## src/rtl/serial_add_seq.sv

```systemverilog
// serial_add_seq: bit-serial add/subtract sequencer.
// One full-adder cell is walked across two latched 8-bit operands,
// LSB first, one bit per clock. The running carry lives in a flop and
// bit_sel drives the 8:1 operand mux selects outside this block.
//
// Handshake: a start is accepted only on a clock edge where the FSM is
// in IDLE and clear is low; start at any other time is dropped (never
// queued). busy is high in RUN and DONE, and done is a one-cycle pulse
// in DONE. sum/cout/ovf are valid from the edge that enters DONE and
// are held until the next accepted start. clear beats start.
module serial_add_seq #(
  parameter int WIDTH = 8,
  parameter int SELW  = 3
) (
  input  logic             clk,
  input  logic             rst_n,
  input  logic             start,
  input  logic             clear,
  input  logic             sub,
  input  logic             cin,
  input  logic [WIDTH-1:0] a,
  input  logic [WIDTH-1:0] b,
  output logic [SELW-1:0]  bit_sel,
  output logic             busy,
  output logic             done,
  output logic [WIDTH-1:0] sum,
  output logic             cout,
  output logic             ovf,
  output logic [1:0]       state_dbg
);

  typedef enum logic [1:0] {
    S_IDLE = 2'd0,
    S_RUN  = 2'd1,
    S_DONE = 2'd2
  } state_e;

  localparam logic [SELW-1:0] LAST_BIT = SELW'(WIDTH - 1);
  localparam logic [SELW-1:0] SIGN_IN  = SELW'(WIDTH - 2);

  state_e           state_q, state_d;
  logic [SELW-1:0]  bit_sel_q, bit_sel_d;
  logic             carry_q, carry_d;
  logic             c7in_q, c7in_d;
  logic [WIDTH-1:0] op_a_q, op_a_d;
  logic [WIDTH-1:0] op_b_q, op_b_d;
  logic [WIDTH-1:0] sum_q, sum_d;
  logic             cout_q, cout_d;
  logic             ovf_q, ovf_d;

  logic             fa_a, fa_b, fa_s, fa_c;

  // Single full-adder cell fed by the currently selected operand bits.
  always_comb begin
    fa_a = op_a_q[bit_sel_q];
    fa_b = op_b_q[bit_sel_q];
    fa_s = fa_a ^ fa_b ^ carry_q;
    fa_c = (fa_a & fa_b) | (fa_a & carry_q) | (fa_b & carry_q);
  end

  // Next-state and datapath update; clear overrides everything else.
  always_comb begin
    state_d   = state_q;
    bit_sel_d = bit_sel_q;
    carry_d   = carry_q;
    c7in_d    = c7in_q;
    op_a_d    = op_a_q;
    op_b_d    = op_b_q;
    sum_d     = sum_q;
    cout_d    = cout_q;
    ovf_d     = ovf_q;
    if (clear) begin
      state_d   = S_IDLE;
      bit_sel_d = '0;
      carry_d   = 1'b0;
      c7in_d    = 1'b0;
      sum_d     = '0;
      cout_d    = 1'b0;
      ovf_d     = 1'b0;
    end else begin
      case (state_q)
        S_IDLE: begin
          if (start) begin
            // Subtract is a + ~b + 1, so the inverted operand and a forced
            // carry-in of 1 are set up here; cin is ignored for subtract.
            op_a_d    = a;
            op_b_d    = sub ? ~b : b;
            carry_d   = sub ? 1'b1 : cin;
            sum_d     = '0;
            bit_sel_d = '0;
            state_d   = S_RUN;
          end
        end
        S_RUN: begin
          sum_d[bit_sel_q] = fa_s;
          carry_d          = fa_c;
          if (bit_sel_q == SIGN_IN) begin
            c7in_d = fa_c;
          end
          if (bit_sel_q == LAST_BIT) begin
            cout_d  = fa_c;
            ovf_d   = c7in_q ^ fa_c;
            state_d = S_DONE;
          end else begin
            bit_sel_d = bit_sel_q + SELW'(1);
          end
        end
        S_DONE: begin
          bit_sel_d = '0;
          state_d   = S_IDLE;
        end
        default: begin
          state_d = S_IDLE;
        end
      endcase
    end
  end

  // State and datapath registers with asynchronous active-low reset.
  always_ff @(posedge clk or negedge rst_n) begin
    if (!rst_n) begin
      state_q   <= S_IDLE;
      bit_sel_q <= '0;
      carry_q   <= 1'b0;
      c7in_q    <= 1'b0;
      op_a_q    <= '0;
      op_b_q    <= '0;
      sum_q     <= '0;
      cout_q    <= 1'b0;
      ovf_q     <= 1'b0;
    end else begin
      state_q   <= state_d;
      bit_sel_q <= bit_sel_d;
      carry_q   <= carry_d;
      c7in_q    <= c7in_d;
      op_a_q    <= op_a_d;
      op_b_q    <= op_b_d;
      sum_q     <= sum_d;
      cout_q    <= cout_d;
      ovf_q     <= ovf_d;
    end
  end

  assign bit_sel   = bit_sel_q;
  assign busy      = (state_q != S_IDLE);
  assign done      = (state_q == S_DONE);
  assign sum       = sum_q;
  assign cout      = cout_q;
  assign ovf       = ovf_q;
  assign state_dbg = state_q;

endmodule
```

## config.mk

```make
export PLATFORM = sky130hd
export DESIGN_NAME = serial_add_seq
export DESIGN_NICKNAME = d
export VERILOG_FILES = /design/src/rtl/serial_add_seq.sv
export SDC_FILE = /design/constraint.sdc
export NUM_CORES = 1
export LEC_CHECK = 0
export ABC_CLOCK_PERIOD_IN_PS = 3700
export CAP_MARGIN = 10
export CORE_MARGIN = 1
export CORE_UTILIZATION = 50
export CTS_CLUSTER_SIZE = 12
export DETAILED_ROUTE_END_ITERATION = 6
export GPL_TIMING_DRIVEN = 1
export PLACE_DENSITY = 0.79
export SYNTH_ARGS = -nofsm -noshare
export SYNTH_HDL_FRONTEND = slang
export SYNTH_SLANG_ARGS = --single-unit
```

## constraint.sdc

```tcl
create_clock -name clk -period 3.7 [get_ports clk]
set_clock_uncertainty 0.15 [all_clocks]
set_input_delay 0.74 -clock clk [delete_from_list [all_inputs] [get_ports clk]]
set_output_delay 0.74 -clock clk [all_outputs]
set_load 0.02 [all_outputs]
```

Yosys cells after proc, flatten, opt, wreduce, memory -nomap -nowiden:

Cells that the tools add are included.

* $add $sub $neg: 1
* multipliers: 0
* div/mod/pow operators: 0
* magnitude comparators: 2
* equality and inequality tests: 7
* shifts and indexed selects: 0
* muxes and demuxes: 32
* bitwise gates (word level): 10
* reduce and logical (&&, ||, !) cells: 14

Operator list (count)
* two-way mux 8 bit: 3
* one-hot mux 8 bit (2 select lines): 1
* two-way mux 1 bit: 15
* two-way mux 3 bit: 3
* != test 3 bit, second input constant: 3
* one-hot mux 3 bit (3 select lines): 1
* bitwise mux 8 bit: 1
* NOT 8 bit: 1
* AND reduction 2 bit: 4
* nonzero test 2 bit: 4
* binary-select mux 1 bit (select 3 bit): 2
* == test 3 bit, second input constant: 2
* two-way mux 2 bit: 3
* AND reduction 3 bit: 2
* less-than comparator 3 x 4 -> 1 bit, second input constant: 1
* one-hot mux 2 bit (2 select lines): 1
* nonzero test 4 bit: 1
* adder 3 x 1 -> 3 bit, second input constant: 1
* bitwise AND 1 bit: 3
* demux 1 bit (select 3 bit): 1
* >= comparator 3 x 1 -> 1 bit, second input constant: 1
* nonzero test 3 bit: 1
* XOR 1 bit: 3
* == test 2 x 1 -> 1 bit, second input constant: 1
* 6 further kinds: 7

* register bits after elaboration: 33
* latch bits: 0
* bits in writable memories: 0
* ROM bits: 0
* logic and storage cells: 75
* memories kept: 0

Longest topological paths before layout:

* word-level depth: 9
* mapped depth: 8

Worst setup path before layout:

Ideal clock, no wire load.

* path type: reg-to-reg
* start: reg bit_sel_q[1] (netlist: bit_sel[1])
* end: reg sum_q[6] (netlist: sum[6])
* data arrival time: 2489 ps
* required time: 3428 ps
* slack: 939 ps
* stages on the path, launching flop included: 9
* period minus slack after synthesis: 2761 ps
* path through: dfrtp_1 clkbuf_1 mux2_2 a32oi_1 o211ai_1 fa_1 and4bb_1 and2_1 a32o_1

* cells in the longest elaborated chain, start to end: 7
* elaborated cells between the ends (all ways): 14
* those cells by class: order compare: 2; mux: 9; bitwise: 2; reduce/logical: 1

Ends and longest elaborated chain
* start: declaration: RTL line 42 `logic [SELW-1:0] bit_sel_q, bit_sel_d;`
* start signal: assignment: RTL line 133 `bit_sel_q <= bit_sel_d;`
* less-than comparator 3 x 4 -> 1 bit (implied by the code), or another cell as far along: RTL line 95 `sum_d[bit_sel_q] = fa_s;`
* logical AND 1 bit (implied by the code), or another cell as far along: RTL line 95
* two-way mux 1 bit (implied by the code) or XOR 1 bit (tied branches): RTL line 95, 57
* demux 1 bit (select 3 bit) or XOR 1 bit (tied branches): RTL line 95, 57
* bitwise mux 8 bit (*): RTL line 95
* one-hot mux 8 bit (2 select lines) (*): RTL line 81 `case (state_q)`
* two-way mux 8 bit (*): RTL line 72 `if (clear) begin`
* end signal: assignment: RTL line 138 `sum_q <= sum_d;`
* end: declaration: RTL line 47 `logic [WIDTH-1:0] sum_q, sum_d;`

Mark *: on every way between the ends. The rest lies on a longest branch, timed or not. The select of a mux whose other input is x is not followed.
A chain may end at the register's enable or synchronous reset.

Worst setup path after layout:

Ends and elaborated chain as after synthesis.

==> summary.txt <==
Status
  • Status: finished clean

STA
  • Final period util: 81.9%
  • Setup_tns: 0 ns
  • Hold Fails Final Rpt: 0
  • Relative slew slack: 54.2%
  • Maximum clock rate: 330 MHz
  • Setup ws final: 0.668 ns
  • Slew @ Worst Pin: 0.686 ns
  • Crit path time final: 3.03 ns
  • Unrepaired setup endpoints after global routing: no
  • Slew Viols, Final: 0
  • Final setup fails: 0
  • WHS: 0.357 ns

Floorplan
  • Die W: 62.2 um
  • Die area: 3870 um^2
  • Row cnt: 21
  • Io pins: 39
  • Initial Util: 53.4%
  • Die Ht: 62.2 um
  • Core area: 3390 um^2

Global route
  • Grt ovf: 0
  • Largest net degree at the start of global routing: 34
  • First-pass GRT wire length: 6810 um
  • Vias in the first global route: 1399
  • Global-route usage over all layers: 22.3%
  • Initial antenna violation count: 0

Place
  • Setup WS pre-CTS: 0.675 ns
  • Routability cong.: 0.777
  • HPWL after DPL: 2730 um
  • IO Port Bufs: 38

Pwr
  • PD cells: 387 nW/um^2
  • Flop pwr share: 50.6%
  • Switching share of power: 28.3%
  • Pint: 626 uW
  • Post-layout total power: 873 uW
  • Clock power frac: 26.7%
  • Switching power: 248 uW
  • Comb power frac: 22.7%
  • Maximum vdd drop: 0.000238 V
  • Leak pwr: 0.000976 uW

Synthesis
  • Ys flop type: dfrtp_1
  • Yosys cell types: 44
  • Sequential share of the synthesized area: 45.6%
  • Post-Synthesis Cells: 164
  • Seq cells post-synth: 33
  • Asr flop ratio synth: 100%
  • Net count after synthesis: 190
  • Yosys warnings: 0
  • Syn avg cell area: 11.0 um^2
  • Post-Syn Area: 1810 um^2
  • Post-synth EDFFs: 0

Final layout
  • Area of the multi-input gates: 898 um^2
  • Filler instances: 267
  • Synthesis-to-finish area growth: 24.7%
  • Final core occ: 66.6%
  • Antenna cells: 0
  • Fin nets: 223
  • Sequential Area: 826 um^2
  • Share of cells above drive strength 1: 15.2%

Routing
  • Vias: 1399
  • Post-route DRC: 0
  • Avg WL per Cell: 15.7 um
  • Antenna Nets Post-Route: 0
  • DRT Pass-1 Iters: 4
  • Vias per cell: 5.73
  • Detailed Route WL: 3830 um
  • First DRT Iteration DRCs: 90

Worst setup path
  • Worst EP arrival: 3.12 ns
  • Required @ worst endpoint: 3.78 ns
  • Path depth of the worst reg2reg path: 7
  • Critical setup path kind: reg -> reg
  • Reg-to-reg slack, setup: 0.67 ns
  • Startpoint types: flop
  • Maximum net fanout on the critical path: 25
  • Worst Setup End Kind: flop

Clock network
  • Htree depth: 2
  • Clock transition at path regs: 0.11 ns
  • Post-CTS Setup Inserts: 0
  • Post-CTS Hold Buffers: 0
  • Worst-Skew Late Latency: 0.35 ns
  • TritonCTS Sinks: 33
  • Post-cts resize count: 0
  • Clock Tree Buf Depth: 2
  • CTS tree: done
  • CTS Buf Count: 5
  • Root buf cell: clkbuf_4

Hold path
  • Worst hold stages: 1
  • Hold WC Path Type: reg -> reg

Flow run
  • Max-Cap Viols: 0
kinds of logic after synthesis:
kind of cell	Yosys count	synth area share, %
flops	33	45.6
compound gates	39	14.7
simple gates	47	17.0
mux	16	10.4
buf+inv	16	4.77
xor+xnor	9	4.35
fa+ha+maj	4	3.18
final cells by class:
type,count,share of cell area (%)
tap,46,2.55
timing repair buffer,41,17.8
sequential,33,36.6
clock inverter,1,0.222
inverter,1,0.166
clock buffer,7,2.88
multi-input combinational,115,39.8
synth_stat cells (2+ instances only):
library cell | number | share of area [%]
mux2i_1 | 3 | 1.7
buf_6 | 3 | 1.9
clkbuf_1 | 8 | 1.7
a21oi_1 | 11 | 3.0
nand2_1 | 3 | 0.62
buf_2 | 3 | 0.83
xnor2_1 | 8 | 3.9
o21ai_0 | 3 | 0.83
a32o_1 | 3 | 1.7
and3b_1 | 6 | 2.9
o211ai_1 | 2 | 0.83
and3_1 | 2 | 0.69
nor3_1 | 2 | 0.55
nor2_1 | 12 | 2.5
mux2_2 | 10 | 6.2
nor3b_1 | 5 | 2.1
o2bb2ai_1 | 2 | 0.97
mux2_4 | 3 | 2.5
or2_2 | 2 | 0.69
o22ai_1 | 8 | 2.8
dfrtp_1 | 33 | 46
nor2b_1 | 4 | 1.4
ha_1 | 3 | 2.1
a22o_1 | 4 | 1.9
and2_1 | 2 | 0.69
registers in the layout, indices dropped and copies added (netlist names):
signal     count
cout           1
ovf            1
op_a_q         8
c7in_q         1
carry_q        1
sum            8
op_b_q         8
bit_sel        3
state_dbg      2
routing by layer:
layer	global-route usage, %	part of all wire, %	vias up
met3	5.51	4.6	7
met1	27.3	42	690
met4	9.01	1.7	0
met2	37.8	51	42
met5	0	0	-
li1	-	-	660
critical path, stage by stage, from the launching register on:
cell and delay, ns:
dfrtp_1 0.80, mux2_2 0.41, a22oi_1 0.18, o211ai_1 0.14, fa_1 0.47, and4bb_1 0.30, and2_1 0.21, a32o_1 0.26
layout by cell type, fill, tap and decap left out, types with 2 or more instances in the layout:
cell type and instances:
clkdlybuf4s50_1 38, buf_4 3, clkbuf_8 2, ha_1 3, o2bb2ai_1 2, and2_1 2
o211ai_1 2, nor2_1 12, dfrtp_1 33, and3_1 2, nor3b_1 5, mux2_4 3
a32o_1 3, mux2i_1 3, nor3_1 2, nand2_1 3, nor2b_1 4, or2_2 2
a21oi_1 11, mux2_2 10, o21ai_0 3, and3b_1 6, xnor2_1 8, a22o_1 4
clkbuf_4 5, o22ai_1 8
path summary, 6_finish.rpt:
kind | startpoint | end
max in group asynchronous | rst_n | op_b_q[2]$_DFFE_PN0P_
min | sum[7]$_DFFE_PN0P_ | sum[7]$_DFFE_PN0P_
min in group asynchronous | rst_n | cout$_DFFE_PN0P_
min reg2reg | sum[7]$_DFFE_PN0P_ | sum[7]$_DFFE_PN0P_
max | bit_sel[1]$_DFFE_PN0P_ | sum[6]$_DFFE_PN0P_
max reg2reg | bit_sel[1]$_DFFE_PN0P_ | sum[6]$_DFFE_PN0P_
stage by stage:
step                cells  instance area (um^2)
finish                244                  2260
global route          244                  2260
CTS                   244                  2260
detailed placement    236                  2190
global placement      236                  2190
floorplan             164                  1810
power by group through the flow:
stage / Combinational [uW] / Sequential [uW] / Clock (uW)
6_report: 198 / 442 / 233
5_1_grt: 220 / 451 / 251
3_5_place_dp: 200 / 450 / 0
4_1_cts: 200 / 442 / 238
2_1_floorplan: 141 / 436 / 0
3_3_place_gp: 191 / 448 / 0
Note: power is estimated with default switching activity, not from simulation.
